--- src/rtl/fp_div_pkg.sv ---
// rtl/fp_div_pkg.sv - shared constants and state encoding for the significand divider
package fp_div_pkg;

  localparam int MANT_W = 24;
  localparam int Q_W    = MANT_W + 2;
  localparam int CNT_W  = $clog2(Q_W);

  typedef enum logic [1:0] {
    ST_IDLE = 2'd0,
    ST_RUN  = 2'd1,
    ST_DONE = 2'd2
  } state_t;

endpackage

--- src/rtl/div_step.sv ---
// rtl/div_step.sv - one restoring-division iteration: compare, conditional subtract, shift
module div_step
  import fp_div_pkg::*;
#(
  parameter int MANT_W = fp_div_pkg::MANT_W
) (
  input  logic [MANT_W:0]   r,
  input  logic [MANT_W-1:0] b,
  output logic              q_bit,
  output logic [MANT_W:0]   r_next
);

  logic [MANT_W:0]   b_ext;
  logic [MANT_W-1:0] diff;

  // With R < 2B the difference always fits in MANT_W bits, so the shift never loses a one.
  always_comb begin
    b_ext  = {1'b0, b};
    q_bit  = (r >= b_ext);
    diff   = q_bit ? MANT_W'(r - b_ext) : r[MANT_W-1:0];
    r_next = {diff, 1'b0};
  end

endmodule

--- src/rtl/div_mant_seq.sv ---
// rtl/div_mant_seq.sv - radix-2 restoring divider for FP significands, one quotient bit per clock
module div_mant_seq #(
  parameter int MANT_W = fp_div_pkg::MANT_W
) (
  input  logic              clk,
  input  logic              rst_n,
  input  logic              Start,
  input  logic [MANT_W-1:0] Mantissa_A,
  input  logic [MANT_W-1:0] Mantissa_B,
  output logic              Busy,
  output logic              Done,
  output logic [MANT_W+1:0] Cociente,
  output logic              Sticky,
  output logic              Div_Zero
);

  import fp_div_pkg::*;

  localparam int Q_W   = MANT_W + 2;
  localparam int CNT_W = $clog2(Q_W);

  state_t            state_q, state_d;
  logic [MANT_W:0]   rem_q, rem_d;
  logic [MANT_W-1:0] div_q, div_d;
  logic [CNT_W-1:0]  cnt_q, cnt_d;
  logic [Q_W-1:0]    quo_q, quo_d;
  logic              sticky_q, sticky_d;
  logic              dz_q, dz_d;
  logic              done_q, done_d;

  logic              step_q_bit;
  logic [MANT_W:0]   step_r_next;

  div_step #(.MANT_W(MANT_W)) u_step (
    .r      (rem_q),
    .b      (div_q),
    .q_bit  (step_q_bit),
    .r_next (step_r_next)
  );

  always_comb begin
    state_d  = state_q;
    rem_d    = rem_q;
    div_d    = div_q;
    cnt_d    = cnt_q;
    quo_d    = quo_q;
    sticky_d = sticky_q;
    dz_d     = dz_q;
    done_d   = 1'b0;
    case (state_q)
      ST_IDLE: begin
        if (Start) begin
          if (Mantissa_B != '0) begin
            div_d    = Mantissa_B;
            rem_d    = {1'b0, Mantissa_A};
            cnt_d    = CNT_W'(Q_W - 1);
            quo_d    = '0;
            sticky_d = 1'b0;
            dz_d     = 1'b0;
            state_d  = ST_RUN;
          end else begin
            quo_d    = '1;
            sticky_d = 1'b0;
            dz_d     = 1'b1;
            state_d  = ST_DONE;
          end
        end
      end
      ST_RUN: begin
        quo_d[cnt_q] = step_q_bit;
        rem_d        = step_r_next;
        if (cnt_q == '0) begin
          // A left shift by one preserves zero/non-zero, so the shifted value suffices.
          sticky_d = (step_r_next != '0);
          state_d  = ST_DONE;
        end else begin
          cnt_d = cnt_q - CNT_W'(1);
        end
      end
      ST_DONE: begin
        done_d  = 1'b1;
        state_d = ST_IDLE;
      end
      default: state_d = ST_IDLE;
    endcase
  end

  always_ff @(posedge clk or negedge rst_n) begin
    if (!rst_n) begin
      state_q  <= ST_IDLE;
      rem_q    <= '0;
      div_q    <= '0;
      cnt_q    <= '0;
      quo_q    <= '0;
      sticky_q <= 1'b0;
      dz_q     <= 1'b0;
      done_q   <= 1'b0;
    end else begin
      state_q  <= state_d;
      rem_q    <= rem_d;
      div_q    <= div_d;
      cnt_q    <= cnt_d;
      quo_q    <= quo_d;
      sticky_q <= sticky_d;
      dz_q     <= dz_d;
      done_q   <= done_d;
    end
  end

  assign Busy     = (state_q == ST_RUN);
  assign Done     = done_q;
  assign Cociente = quo_q;
  assign Sticky   = sticky_q;
  assign Div_Zero = dz_q;

endmodule

--- config.mk ---
export PLATFORM = sky130hd
export DESIGN_NAME = div_mant_seq
export DESIGN_NICKNAME = d
export VERILOG_FILES = /design/src/rtl/fp_div_pkg.sv /design/src/rtl/div_step.sv /design/src/rtl/div_mant_seq.sv
export SDC_FILE = /design/constraint.sdc
export NUM_CORES = 1
export LEC_CHECK = 0
export BUFFER_PORTS_ARGS = -buffer_cell sky130_fd_sc_hd__buf_2
export CAP_MARGIN = 20
export CORE_ASPECT_RATIO = 0.75
export CORE_MARGIN = 1
export CORE_UTILIZATION = 40
export CTS_CLUSTER_DIAMETER = 30
export DETAILED_ROUTE_END_ITERATION = 6
export GPL_ROUTABILITY_DRIVEN = 0
export GPL_TIMING_DRIVEN = 1
export PLACE_DENSITY = 0.58
export SYNTH_ARGS = -nofsm -noshare
export SYNTH_HDL_FRONTEND = slang
export SYNTH_SLANG_ARGS = --single-unit
export TNS_END_PERCENT = 50
--- constraint.sdc ---
create_clock -name clk -period 4.4 [get_ports clk]
set_input_delay 0.22 -clock clk [delete_from_list [all_inputs] [get_ports clk]]
set_output_delay 0.22 -clock clk [all_outputs]
set_load 0.005 [all_outputs]
# Word-level counts from Yosys, hierarchy flattened
# Cells that the tools add are included.
[word_totals]
memories = 0
ram_bits = 0
register_bits = 85
latchBits = 0
output_inout_bits = 30
romBits = 0
elab_cells = 55
[op_classes]
n_bitwise = 0
multipliers = 0
reduce_logical = 13
addsub = 2
n_div = 0
order_cmp = 3
n_shift = 0
muxes = 23
eq_ne = 6
[ops]
columns = ["op", "n"]
rows = [
  ["$mux 26", 2],
  ["$pmux 26 s2", 1],
  ["$mux 25", 2],
  ["$pmux 25 s2", 1],
  ["$bwmux 26", 1],
  ["$ge 25x24->1", 1],
  ["$reduce_bool 25->1", 1],
  ["$mux 24", 1],
  ["$reduce_bool 24->1", 1],
  ["$sub 24x24->24", 1],
  ["$mux 5", 3],
  ["$pmux 5 s2", 1],
  ["$reduce_and 3->1", 3],
  ["$lt 5x6->1 const B", 1],
  ["$mux 2", 3],
  ["$ne 2x2->1 const B", 3],
  ["$reduce_and 2->1", 3],
  ["$demux 1 s5", 1],
  ["$ge 5x1->1 const B", 1],
  ["$logic_not 5->1", 1],
  ["$mux 1", 5],
  ["$sub 5x1->5 const B", 1],
  ["$pmux 2 s2", 1],
  ["$reduce_and 4->1", 1],
  ["other kinds (7)", 7],
]

# Longest topological paths before layout
# Gate-level depths: netlist (run 1).
[logic_depth]
depth_word = 6
depth_mapped = 13
depth_no_buf = 13

# Modules after synthesis
# From an unflattened synthesis (run 1), not the netlist that was laid out.
[unflattened]
hier_cells = 691
area_unflattened_um2 = 6087.1
[by_module_without_submodules]
columns = ["mod", "seq_area_each_um2", "area_per_inst_um2", "cells_per_inst", "instances"]
rows = [
  ["div_mant_seq", 2127.0, 4344.2, 437, 1],
  ["div_step", 0.0, 1742.9, 254, 1],
]

# Worst setup path after synthesis (run 1)
# Ideal clock, no wire load.
[synth_timing]
path_kind = "flip-flop to flip-flop"
from = "register rem_q[0]"
to = "register sticky_q, in the netlist Sticky"
required_ns = 4.258
slack_ns = 1.122
arrival_ns = 3.136
setup_time_ns = 0.142
path_stages_with_launch = 14
period_less_slack_ns = 3.278
cell_sequence = "dfrtp_1 -> inv_1 -> ha_1 -> inv_1 -> fa_1 -> a21o_1 -> a221oi_2 -> o21ai_2 -> a221oi_2 -> xnor2_1 -> or4_1 -> or4_1 -> o31ai_2 -> a41oi_1"
[synth_via]
elab_chain_len = 5
word_cells_on_any_way = 6
[synth_lines]
columns = ["element", "line_no", "rtl"]
rows = [
  ["from (decl)", "div_mant_seq.sv:23", "logic [MANT_W:0] rem_q, rem_d;"],
  ["from (signal assigned)", "div_mant_seq.sv:100", "rem_q <= rem_d;"],
  ["$sub 24x24->24 or $ge 25x24->1 (tied branches)", "div_step.sv:20, div_step.sv:19", ""],
  ["$mux 24 *", "div_step.sv:20", "diff = q_bit ? MANT_W'(r - b_ext) : r[MANT_W-1:0];"],
  ["$reduce_bool 25->1 *", "div_mant_seq.sv:74", "sticky_d = (step_r_next != '0);"],
  ["$mux 1 *", "div_mant_seq.sv:72", "if (cnt_q == '0) begin"],
  ["$pmux 1 s2 *", "div_mant_seq.sv:50", "case (state_q)"],
  ["to (signal assigned)", "div_mant_seq.sv:104", "sticky_q <= sticky_d;"],
  ["to (decl)", "div_mant_seq.sv:27", "logic sticky_q, sticky_d;"],
]
# Mark *: on every way between the ends. The rest lies on a longest branch, timed or not. The select of a mux whose other input is x is not followed.
# A chain may end at the register's enable or synchronous reset.

# Worst setup path in the final report (run 1)
# Same ends and word-level chain as after synthesis.

==> reports/results.txt, run 1 <==
r2r setup slk: 0.81 ns
most used cells in the layout excluding fill and tap cells: 85 x sky130_fd_sc_hd__dfrtp_1, 79 x sky130_fd_sc_hd__buf_2, 65 x sky130_fd_sc_hd__nand2_1
Port Buffers: 80
Via Count: 5,059
arrival time of the worst setup path: 3.80 ns
Setup crit end kind: register
Post-synth EDFFs: 0
launching element of the worst setup path: rem_q[0]$_DFFE_PN0P_
reg2reg start: rem_q[0]$_DFFE_PN0P_
DIE AREA: 14,460 µm²
Site Rows: 37
Post-Syn Area per Cell: 8.762 µm²
CP delay by family, top: compound AO/OA/AOI/OAI gates
cells after synthesis: 638
Max Clock Skew: 0.008804 ns
#FFs+latches synth: 85
sum of net half-perimeters after detailed placement: 12.05 mm
Critical Path, Cell by Cell: inv_1 > ha_1 > inv_1 > fa_1 > a21o_1 > a221oi_2 > o21ai_2 > a221oi_2 > xnor2_1 > or4_1 > or4_1 > o31ai_2 > a41oi_1
violated checks: design-rule violations
post-route fraction of the period consumed by the critical path: 0.8157
share of the yosys chip area belonging to registers: 0.3805
total of cells resized after clock tree synthesis: 0
summed area of non-filler cells in the final layout: 6477 µm²
cell with the biggest individual delay on the critical path: sky130_fd_sc_hd__or4_1
Tightest Hold Check Type: primary input to register
end of the worst register-to-register path: Sticky$_DFFE_PN0P_
clock-pin slew on the worst setup and hold paths: 0.07 ns
Worst Path Buf+Inv: 2
startpoint-to-endpoint class of the critical path: register to register
number of antenna violations at the first check in global routing: 0
total setup buffers inserted after CTS: 0
leading cell type in the layout, fill and taps excluded: sky130_fd_sc_hd__dfrtp_1
unique cell type count in the Yosys netlist: 57
post-synthesis net count: 718
Post-layout nets: 779
first-pass iteration count of the detailed router: 7
initial core utilization: 0.4093
final core utilization: 0.4743
number of primary I/O pins: 81
run status: finished with violations
clock latency of the later-clocked register in the worst-skew pair: 0.34 ns
Fmax: 0.2786 GHz
number of buffers created by CTS: 9
wire per inst: 18.23 µm
setup violators final: 0
vias in the first global route: 4,626
max-capacitance violation count: 0
flip-flop cell with the highest count after synthesis: sky130_fd_sc_hd__dfrtp_1
Final Instance Count excl. Fillers: 879
Yosys warning count: 0
critical path fanouts, max: 4
element type at the critical path start: register
actual transition at the worst max-transition pin: 0.8453 ns
largest stage delay on the critical path: 0.48 ns
clock tree from TritonCTS: yes
unrepaired setup endpoints after global routing: no
count of clock tree sinks: 85
number of cells in the design after placement: 861
CTS root buffer: sky130_fd_sc_hd__clkbuf_16
Post-Route WL: 16.02 mm
Max Transition Viols Final: 0
maximum clock insertion buffer count: 2
max-slew headroom at the worst pin: 0.4365
drt first-iter violations: 484
number of nets still failing antenna checks after routing: 0
gr usage total: 0.2295
wire length of the first global-routing pass: 25.84 mm
number of hold violations in the final report: 0
number of cells traversed by the worst register-to-register path: 13
Core Area: 13,660 µm²
overall overflow remaining after global route: 0
ratio of routed vias to standard cells: 5.755
time the final worst path needs with I/O delays and setup: 3.589 ns
pin count of the biggest net entering global routing: 86
horizontal die dimension: 138.5 µm
DRC violations left: 12
vertical die dimension: 104.4 µm
antenna fix cells: 0
number of levels the H-tree was split into: 3
crit path capture: Sticky$_DFFE_PN0P_
share of flip-flops with an asynchronous set or reset: 1.000
Post-Synthesis Cell Area: 5590 µm²
total number of cells along the worst setup path: 13
placement-stage cell area: 6130 µm²
layout cells sized above 1: 0.1960
area overhead of the layout relative to synthesis: 15.87%
worst endpoint required time: 4.61 ns
sum of negative setup slack: 0 ns
## worst reg2reg max path: stages (launching register included)
cell and delay [ns]:
sky130_fd_sc_hd__dfrtp_1 0.41, sky130_fd_sc_hd__inv_1 0.08, sky130_fd_sc_hd__ha_1 0.17, sky130_fd_sc_hd__inv_1 0.05, sky130_fd_sc_hd__fa_1 0.43, sky130_fd_sc_hd__a21o_1 0.22, sky130_fd_sc_hd__a221oi_2 0.30, sky130_fd_sc_hd__o21ai_2 0.12
sky130_fd_sc_hd__a221oi_2 0.33, sky130_fd_sc_hd__xnor2_1 0.14, sky130_fd_sc_hd__or4_1 0.48, sky130_fd_sc_hd__or4_1 0.44, sky130_fd_sc_hd__o31ai_2 0.19, sky130_fd_sc_hd__a41oi_1 0.12
## area by class of cell
class,instances,area (µm²)
clock inverters,6,71.32
well taps,175,219.0
fillers,1339,7179
flip-flops and latches,85,2127
clock buffers,10,239.0
multi-input cells,480,3188
inverters,34,127.6
repair buffers,89,505.5
## synthesized netlist by cell type, types with 2 or more instances
| master | count | share of area |
|---|---|---|
| sky130_fd_sc_hd__nor3_1 | 5 | 0.0045 |
| sky130_fd_sc_hd__o31ai_1 | 6 | 0.0081 |
| sky130_fd_sc_hd__and3b_1 | 3 | 0.0047 |
| sky130_fd_sc_hd__nor2_1 | 54 | 0.036 |
| sky130_fd_sc_hd__o211ai_1 | 19 | 0.026 |
| sky130_fd_sc_hd__mux2i_1 | 15 | 0.027 |
| sky130_fd_sc_hd__xnor2_1 | 13 | 0.020 |
| sky130_fd_sc_hd__a221oi_2 | 2 | 0.0054 |
| sky130_fd_sc_hd__and2_0 | 2 | 0.0022 |
| sky130_fd_sc_hd__o21a_1 | 4 | 0.0054 |
| sky130_fd_sc_hd__and4_1 | 2 | 0.0031 |
| sky130_fd_sc_hd__mux2_2 | 24 | 0.048 |
| sky130_fd_sc_hd__or4_1 | 2 | 0.0027 |
| sky130_fd_sc_hd__o2111ai_1 | 2 | 0.0031 |
| sky130_fd_sc_hd__and2_1 | 5 | 0.0056 |
| sky130_fd_sc_hd__a221oi_1 | 2 | 0.0031 |
| sky130_fd_sc_hd__and3_1 | 4 | 0.0045 |
| sky130_fd_sc_hd__inv_1 | 34 | 0.023 |
| sky130_fd_sc_hd__a21o_1 | 20 | 0.027 |
| sky130_fd_sc_hd__a21oi_1 | 44 | 0.039 |
| sky130_fd_sc_hd__a41oi_1 | 4 | 0.0063 |
| sky130_fd_sc_hd__clkbuf_1 | 32 | 0.021 |
| sky130_fd_sc_hd__nand3_1 | 33 | 0.030 |
| sky130_fd_sc_hd__clkbuf_2 | 2 | 0.0018 |
| sky130_fd_sc_hd__or2_2 | 3 | 0.0034 |
| sky130_fd_sc_hd__nor4_1 | 13 | 0.015 |
| sky130_fd_sc_hd__o21ai_0 | 27 | 0.024 |
| sky130_fd_sc_hd__nand4_1 | 10 | 0.011 |
| sky130_fd_sc_hd__a2111oi_0 | 2 | 0.0031 |
| sky130_fd_sc_hd__a211oi_1 | 25 | 0.034 |
| sky130_fd_sc_hd__ha_1 | 28 | 0.063 |
| sky130_fd_sc_hd__nor2b_1 | 2 | 0.0022 |
| sky130_fd_sc_hd__o31a_1 | 5 | 0.0078 |
| sky130_fd_sc_hd__buf_1 | 4 | 0.0027 |
| sky130_fd_sc_hd__xor2_1 | 7 | 0.011 |
| sky130_fd_sc_hd__nand2_1 | 66 | 0.044 |
| sky130_fd_sc_hd__nand2b_1 | 3 | 0.0034 |
| sky130_fd_sc_hd__dfrtp_1 | 85 | 0.38 |
| sky130_fd_sc_hd__nor3b_1 | 3 | 0.0040 |
| sky130_fd_sc_hd__a31oi_1 | 5 | 0.0056 |
## how the worst min path moves through the flow
stage	slack, ns	start	end	cells past startpoint
6_report	0.12	Mantissa_B[22]	div_q[22]$_DFFE_PN0P_	2
5_1_grt	0.13	Mantissa_B[22]	div_q[22]$_DFFE_PN0P_	2
4_1_cts	0.12	Mantissa_B[18]	div_q[18]$_DFFE_PN0P_	2
3_5_place_dp	0.47	Mantissa_B[1]	div_q[1]$_DFFE_PN0P_	2
3_3_place_gp	0.46	Div_Zero$_DFFE_PN0P_	Div_Zero$_DFFE_PN0P_	2
2_1_floorplan	-0.08	rst_n	Cociente[0]$_DFFE_PN0P_	0
## metal layers
metal  track usage  part of all wire  up-vias
li1              -                 -     2440
met1        0.3761              0.52     2421
met2        0.2995              0.39      184
met3       0.04650             0.084       14
met4       0.04575            0.0074        0
met5             0                 0        -
## per-stage QoR
| stage | setup slack [ns] | hold WS, ns |
|---|---|---|
| global placement | 0.9375 | 0.4556 |
| global route | 0.6128 | 0.1250 |
| floorplan | 1.122 | -0.07559 |
| CTS | 0.8312 | 0.1180 |
| detailed placement | 0.8587 | 0.4729 |
| finish | 0.8110 | 0.1233 |
## registers in the layout (all words and copies together), names as in the netlist
name / flops
Cociente: 26
Div_Zero: 1
Done: 1
Sticky: 1
cnt_q: 5
div_q: 24
rem_q: 25
state_q: 2
## kinds of logic after synthesis
| kind of cell | Yosys count | synth area share |
|---|---|---|
| buf+inv | 73 | 0.04969 |
| compound gates | 178 | 0.2155 |
| simple gates | 214 | 0.1815 |
| mux | 39 | 0.07520 |
| fa+ha+maj | 29 | 0.06625 |
| xor+xnor | 20 | 0.03133 |
| flops | 85 | 0.3805 |
## timing repair
action,CTS,global route
endpoints found under the setup margin,0,0
hold buffers,0,1
hold endpoints to repair,0,19
Power of run 1 is not shown: default switching activity piles up to over one toggle a cycle in this logic, so the estimate is an artifact.
==> run 2, diff against run 1 <==
clock period = 3.5 ns   (was 4.4 ns; I/O delays follow)
==> run 2 against run 1 <==
Effect of this change:
- the run still ends with design-rule violations left
- sequential share of layout area decreased by 0.29 points
- critical path depth unchanged
- first-iteration DRC count decreased by 2.9%
- clock-buffer cell count unchanged
- register-to-register slack got worse by 0.75 ns
- critical endpoint unchanged
- largest cell class unchanged
- highest routed layer unchanged
==> reports/results.txt, run 2 (synthesis gave the netlist of run 1 again) <==
drt first-iter violations: 470 (-2.9%)
Largest register FFs: 26 (unchanged)
setup violators final: 0 (unchanged)
clock-pin slew on the worst setup and hold paths: 0.06 ns (about the same)
initial core utilization: 0.4093 (unchanged)
length of routed met3 wiring: 1.390 mm (+2.8%)
Tightest Hold Check Type: primary input to register
gr usage total: 0.2266 (-0.002944)
Via Count: 5,081 (+0.43%)
horizontal die dimension: 138.5 µm (unchanged)
Setup crit end kind: register
maximum clock insertion buffer count: 2 (unchanged)
first-pass iteration count of the detailed router: 7 (unchanged)
pin count of the biggest net entering global routing: 68 (-21%)
number of cells in the design after placement: 870 (+1.0%)
post-route fraction of the period consumed by the critical path: 0.9814 (+0.1658)
Post-Route WL: 16.12 mm (+0.59%)
Final Instance Count excl. Fillers: 888 (+1.0%)
vias in the first global route: 4,547 (-1.7%)
highest metal layer with signal wires: met4
number of nets still failing antenna checks after routing: 0 (unchanged)
Max Clock Skew: 0.01089 ns (+0.002084 ns)
overall overflow remaining after global route: 0 (unchanged)
worst setup timing slack at the placement stage: 0.04011 ns (-0.8186 ns)
number of antenna violations at the first check in global routing: 0 (unchanged)
worst hold path depth: 2 (unchanged)
fill cell total of the finished layout: 1,298 (-3.1%)
number of hold violations in the final report: 0 (unchanged)
vertical die dimension: 104.4 µm (unchanged)
Port Buffers: 80 (unchanged)
actual transition at the worst max-transition pin: 0.8697 ns (+0.02444 ns)
number of primary I/O pins: 81 (unchanged)
run status: finished with violations
wire length of the first global-routing pass: 25.30 mm (-2.1%)
unrepaired setup endpoints after global routing: yes
CTS root buffer: sky130_fd_sc_hd__clkbuf_16
layout cells sized above 1: 0.2132 (+0.01716)
DIE AREA: 14,460 µm² (unchanged)
Core Area: 13,660 µm² (unchanged)
max-capacitance violation count: 0 (unchanged)
ratio of routed vias to standard cells: 5.722 (-0.58%)
Post-layout nets: 788 (+1.2%)
most used cells in the layout excluding fill and tap cells: 85 x sky130_fd_sc_hd__dfrtp_1, 79 x sky130_fd_sc_hd__buf_2, 65 x sky130_fd_sc_hd__nand2_1
violated checks: design-rule violations
count of clock tree sinks: 85 (unchanged)
number of buffers created by CTS: 9 (unchanged)
number of levels the H-tree was split into: 3 (unchanged)
worst endpoint required time: 3.71 ns (-0.90 ns)
Max Transition Viols Final: 0 (unchanged)
M1 WL: 8.412 mm (+0.57%)
time the final worst path needs with I/O delays and setup: 3.435 ns (-0.1540 ns)
Storage cell area: 2127 µm² (unchanged)
max-slew headroom at the worst pin: 0.4202 (-0.01629)
clock tree from TritonCTS: yes
leading cell type in the layout, fill and taps excluded: sky130_fd_sc_hd__dfrtp_1
clock latency of the later-clocked register in the worst-skew pair: 0.35 ns (about the same)
number of cells traversed by the worst register-to-register path: 13 (unchanged)
element type at the critical path start: register
antenna fix cells: 0 (unchanged)
Fmax: 0.2911 GHz (+4.5%)
minimum setup slack in the final design: 0.06494 ns (-0.7460 ns)
critical path fanouts, max: 3 (-1)
total area of multi-input combinational cells: 3213 µm² (+0.78%)
Site Rows: 37 (unchanged)
startpoint-to-endpoint class of the critical path: register to register
wire per inst: 18.15 µm (-0.43%)
routed wl met2: 6.171 mm (-0.24%)
sum of net half-perimeters after detailed placement: 12.41 mm (+3.1%)
DRC violations left: 12 (unchanged)
area overhead of the layout relative to synthesis: 16.90%
arrival time of the worst setup path: 3.65 ns (-0.15 ns)
==> run 2: routing by layer <==
layer,global-route usage,vias to the layer above
li1,-,2467
met1,0.3702,2397
met2,0.2872,205
met3,0.05479,12
met4,0.05056,0
met5,0,-
==> run 2: metrics by stage <==
| stage | area, µm² | hold WS [ns] | setup TNS [ns] | util |
|---|---|---|---|---|
| 6_report | 6535 | 0.07178 | 0 | 0.4785 |
| 5_1_grt | 6535 | 0.06712 | -0.07050 | 0.4785 |
| 4_1_cts | 6502 | 0.05884 | 0 | 0.4761 |
| 3_5_place_dp | 6185 | 0.3441 | 0 | 0.4529 |
| 3_3_place_gp | 6185 | 0.3439 | 0 | 0.4529 |
| 2_1_floorplan | 5590 | -0.1206 | 0 | - |
==> run 2: final timing paths <==
kind	from	end	slack, ns
setup / recovery	rem_q[0]$_DFFE_PN0P_	Sticky$_DFFE_PN0P_	0.06
hold / removal	Mantissa_B[18]	div_q[18]$_DFFE_PN0P_	0.07
setup reg to reg	rem_q[0]$_DFFE_PN0P_	Sticky$_DFFE_PN0P_	0.06
hold reg to reg	Div_Zero$_DFFE_PN0P_	Div_Zero$_DFFE_PN0P_	0.48
max in group asynchronous	rst_n	rem_q[13]$_DFFE_PN0P_	2.21
min in group asynchronous	rst_n	Cociente[23]$_DFFE_PN0P_	0.47
==> run 2: cell type report <==
class | count | area share
clock buffers | 10 | 0.03657
clock inverters | 6 | 0.01053
inverters | 34 | 0.01953
multi-input cells | 480 | 0.4917
flip-flops and latches | 85 | 0.3255
well taps | 175 | 0.03351
repair buffers | 98 | 0.08271
==> run 2: critical path: stages, from the launching register on <==
cell,delay [ns]
sky130_fd_sc_hd__dfrtp_1,0.38
sky130_fd_sc_hd__inv_1,0.06
sky130_fd_sc_hd__ha_2,0.18
sky130_fd_sc_hd__inv_2,0.04
sky130_fd_sc_hd__fa_2,0.36
sky130_fd_sc_hd__a21o_1,0.20
sky130_fd_sc_hd__a221oi_2,0.29
sky130_fd_sc_hd__o21ai_2,0.11
sky130_fd_sc_hd__a221oi_2,0.30
sky130_fd_sc_hd__xnor2_1,0.14
sky130_fd_sc_hd__or4_1,0.47
sky130_fd_sc_hd__or4_4,0.44
sky130_fd_sc_hd__o31ai_4,0.19
sky130_fd_sc_hd__a41oi_2,0.13
==> run 2: what timing repair did <==
item | in CTS | in global routing
resized for setup | 0 | 6
setup endpoints to repair | 0 | 1
setup buffers | 0 | 1
hold endpoints to repair | 66 | 0
hold buffers | 1 | 0
Power of run 2 is left out for the same reason.
==> run 3, diff against run 2 <==
ABC_AREA = 1   (was not set)
CTS_CLUSTER_DIAMETER = 120   (was 30)
==> run 3 against run 2 <==
Effect of this change:
- the flow now finishes without violations
- first-iteration DRC count up 15%
- worst setup slack improved by 0.57 ns
- critical path depth grew 2
- synthesized area grew 10%
- sequential share of layout area decreased by 2.5 points
- core utilization up 0.15 points
- final cell count rose by 40%
- maximum frequency rose by 20%
- hold slack worse by 0.014 ns
- global-route usage increased by 1.9 points
==> reports/results.txt, run 3 <==
run status: finished clean
DIE AREA: 15,910 µm² (+10%)
number of cells traversed by the worst register-to-register path: 15 (+2)
unrepaired setup endpoints after global routing: no
smallest hold slack: 0.05741 ns (-0.01437 ns)
drt first-iter violations: 542 (+15%)
#FFs+latches synth: 85 (unchanged)
post-synthesis net count: 1,047 (+46%)
number of antenna violations at the first check in global routing: 0 (unchanged)
max-capacitance violation count: 0 (unchanged)
vertical die dimension: 109.5 µm (+4.9%)
Critical Path, Cell by Cell: ha_1 > a21oi_2 > nor2_1 > nor2_1 > nand2_1 > nor2_4 > nand3_4 > nand2_1 > o21ai_1 > nor2_1 > nand2_1 > nor2_1 > nand3_1 > nand2_1 > nand2_1
Via Count: 6,118 (+20%)
fill cell total of the finished layout: 1,590 (+22%)
actual transition at the worst max-transition pin: 0.6999 ns (-0.1698 ns)
total setup buffers inserted after CTS: 0 (unchanged)
cell with the biggest individual delay on the critical path: sky130_fd_sc_hd__dfrtp_1
CTS root buffer: sky130_fd_sc_hd__clkbuf_16
sum of net half-perimeters after detailed placement: 14.62 mm (+18%)
number of buffers created by CTS: 9 (unchanged)
placement-stage cell area: 6761 µm² (+9.3%)
ratio of routed vias to standard cells: 4.906 (-14%)
critical path fanouts, max: 35 (+32)
leading cell type in the layout, fill and taps excluded: sky130_fd_sc_hd__nand2_1
pin count of the biggest net entering global routing: 43 (-37%)
end of the worst register-to-register path: Sticky$_DFFE_PN0P_
share of the yosys chip area belonging to registers: 0.3452 (-0.03524)
Tightest Hold Check Type: primary input to register
dominant cell by count in the synthesized netlist: sky130_fd_sc_hd__nand2_1
area overhead of the layout relative to synthesis: 14.83%
Worst Path Buf+Inv: 0 (-2)
Port Buffers: 80 (unchanged)
overall overflow remaining after global route: 0 (unchanged)
clock latency of the later-clocked register in the worst-skew pair: 0.35 ns (about the same)
Post-Synthesis Cell Area: 6161 µm² (+10%)
Fmax: 0.3494 GHz (+20%)
element type at the critical path start: register
worst endpoint required time: 3.73 ns (+0.02 ns)
r2r setup slk: 0.64 ns (+0.57 ns)
clock-pin slew on the worst setup and hold paths: 0.06 ns (about the same)
setup violators final: 0 (unchanged)
synth cell count leaders: 312 x sky130_fd_sc_hd__nand2_1, 139 x sky130_fd_sc_hd__inv_1, 128 x sky130_fd_sc_hd__nor2_1
number of hold violations in the final report: 0 (unchanged)
cells after synthesis: 967 (+52%)
worst hold path depth: 3 (+1)
post-synth top area share: 0.3452 (-0.03524)
count of clock tree sinks: 85 (unchanged)
antenna fix cells: 0 (unchanged)
wire per inst: 14.87 µm (-18%)
first-pass iteration count of the detailed router: 7 (unchanged)
post-cts hold buffer count: 1 (unchanged)
wire length of the first global-routing pass: 30.19 mm (+19%)
most frequent CP cell: sky130_fd_sc_hd__nand2_1
share of flip-flops with an asynchronous set or reset: 1.000 (unchanged)
Post-synth EDFFs: 0 (unchanged)
summed area of non-filler cells in the final layout: 7074 µm² (+8.3%)
layout cells sized above 1: 0.1366 (-0.07660)
number of levels the H-tree was split into: 3 (unchanged)
Largest register FFs: 26 (unchanged)
vias in the first global route: 5,635 (+24%)
Site Rows: 38 (+2.7%)
Post-layout nets: 1,122 (+42%)
number of nets still failing antenna checks after routing: 0 (unchanged)
gr usage total: 0.2454 (+0.01883)
unique cell type count in the Yosys netlist: 34 (-40%)
time the final worst path needs with I/O delays and setup: 2.862 ns (-0.5728 ns)
horizontal die dimension: 145.3 µm (+4.9%)
Post-Syn Area per Cell: 6.371 µm² (-27%)
Setup crit end kind: register
post-route fraction of the period consumed by the critical path: 0.8178 (-0.1636)
capture endpoint of the worst hold path: div_q[13]$_DFFE_PN0P_
top cell type by total area after synthesis: sky130_fd_sc_hd__dfrtp_1
Post-Route WL: 18.55 mm (+15%)
arrival time of the worst setup path: 3.09 ns (-0.56 ns)
clock tree from TritonCTS: yes
total number of cells along the worst setup path: 15 (+2)
DRC violations left: 0 (-12)
flip-flop cell with the highest count after synthesis: sky130_fd_sc_hd__dfrtp_1
startpoint-to-endpoint class of the critical path: register to register
Max Clock Skew: 0.01286 ns (+0.001971 ns)
Core Area: 14,740 µm² (+7.9%)
top cells by area, synth: sky130_fd_sc_hd__dfrtp_1 35%, sky130_fd_sc_hd__nand2_1 19%, sky130_fd_sc_hd__inv_1 8.5%
total of cells resized after clock tree synthesis: 0 (unchanged)
reg2reg start: rem_q[22]$_DFFE_PN0P_
CP delay by family, top: simple AND/OR/NAND/NOR gates
origin of the worst min-delay path: Mantissa_B[13]
Max Transition Viols Final: 0 (unchanged)
initial core utilization: 0.4180 (+0.008652)
sum of negative setup slack: 0 ns (unchanged)
most used cells in the layout excluding fill and tap cells: 312 x sky130_fd_sc_hd__nand2_1, 139 x sky130_fd_sc_hd__inv_1, 127 x sky130_fd_sc_hd__nor2_1
max-slew headroom at the worst pin: 0.5285 (+0.1083)
Yosys warning count: 0 (unchanged)
maximum clock insertion buffer count: 2 (unchanged)
largest stage delay on the critical path: 0.41 ns (-0.06 ns)
number of primary I/O pins: 81 (unchanged)
-- run 3: logic make-up (layout without fill, tap and decap cells) --
kind of cell	after synthesis	after routing	share of synthesized area
AO/OA/AOI/OAI	98	98	0.08327
XOR/XNOR	9	9	0.01280
adder cells (fa/ha/maj)	29	29	0.06011
buffers and inverters	186	266	0.1192
flip-flops	85	85	0.3452
AND/OR/NAND/NOR	560	560	0.3794
-- run 3: per-layer routing --
metal,track usage,part of all wire,up-vias
li1,-,-,3164
met2,0.3472,0.39,183
met3,0.05228,0.067,18
met4,0.05789,0.015,0
met1,0.3744,0.52,2753
met5,0,0,-
-- run 3: worst max-delay path by stage --
stage                          start            endpoint  slack, ns
5_1_grt        rem_q[22]$_DFFE_PN0P_  Sticky$_DFFE_PN0P_       0.32
3_5_place_dp   rem_q[22]$_DFFE_PN0P_  Sticky$_DFFE_PN0P_       0.66
4_1_cts        rem_q[22]$_DFFE_PN0P_  Sticky$_DFFE_PN0P_       0.65
2_1_floorplan  rem_q[12]$_DFFE_PN0P_  Sticky$_DFFE_PN0P_       1.35
6_report       rem_q[22]$_DFFE_PN0P_  Sticky$_DFFE_PN0P_       0.64
3_3_place_gp   rem_q[22]$_DFFE_PN0P_  Sticky$_DFFE_PN0P_       0.64
-- run 3: stage by stage --
step                worst slack, ns    util  instances
floorplan                     1.352       -        967
finish                       0.6377  0.4800       1247
global placement             0.6441  0.4587       1230
global route                 0.3213  0.4800       1247
detailed placement           0.6625  0.4587       1230
CTS                          0.6483  0.4800       1247
-- run 3: worst reg2reg max path, stage by stage (launching register included) --
cell	delay (ns)
sky130_fd_sc_hd__dfrtp_1	0.41
sky130_fd_sc_hd__ha_1	0.39
sky130_fd_sc_hd__a21oi_2	0.19
sky130_fd_sc_hd__nor2_1	0.06
sky130_fd_sc_hd__nor2_1	0.13
sky130_fd_sc_hd__nand2_1	0.11
sky130_fd_sc_hd__nor2_4	0.15
sky130_fd_sc_hd__nand3_4	0.32
sky130_fd_sc_hd__nand2_1	0.20
sky130_fd_sc_hd__o21ai_1	0.10
sky130_fd_sc_hd__nor2_1	0.11
sky130_fd_sc_hd__nand2_1	0.05
sky130_fd_sc_hd__nor2_1	0.29
sky130_fd_sc_hd__nand3_1	0.12
sky130_fd_sc_hd__nand2_1	0.07
sky130_fd_sc_hd__nand2_1	0.05
-- run 3: final cells by class --
class | instances | area (µm²) | area share
multi-input cells | 696 | 3302 | 0.4667
flip-flops and latches | 85 | 2127 | 0.3007
inverters | 157 | 589.3 | 0.08330
repair buffers | 93 | 503.0 | 0.07110
well taps | 200 | 250.2 | 0.03537
clock buffers | 9 | 225.2 | 0.03184
clock inverters | 7 | 77.57 | 0.01097
Power of run 3 is left out for the same reason.
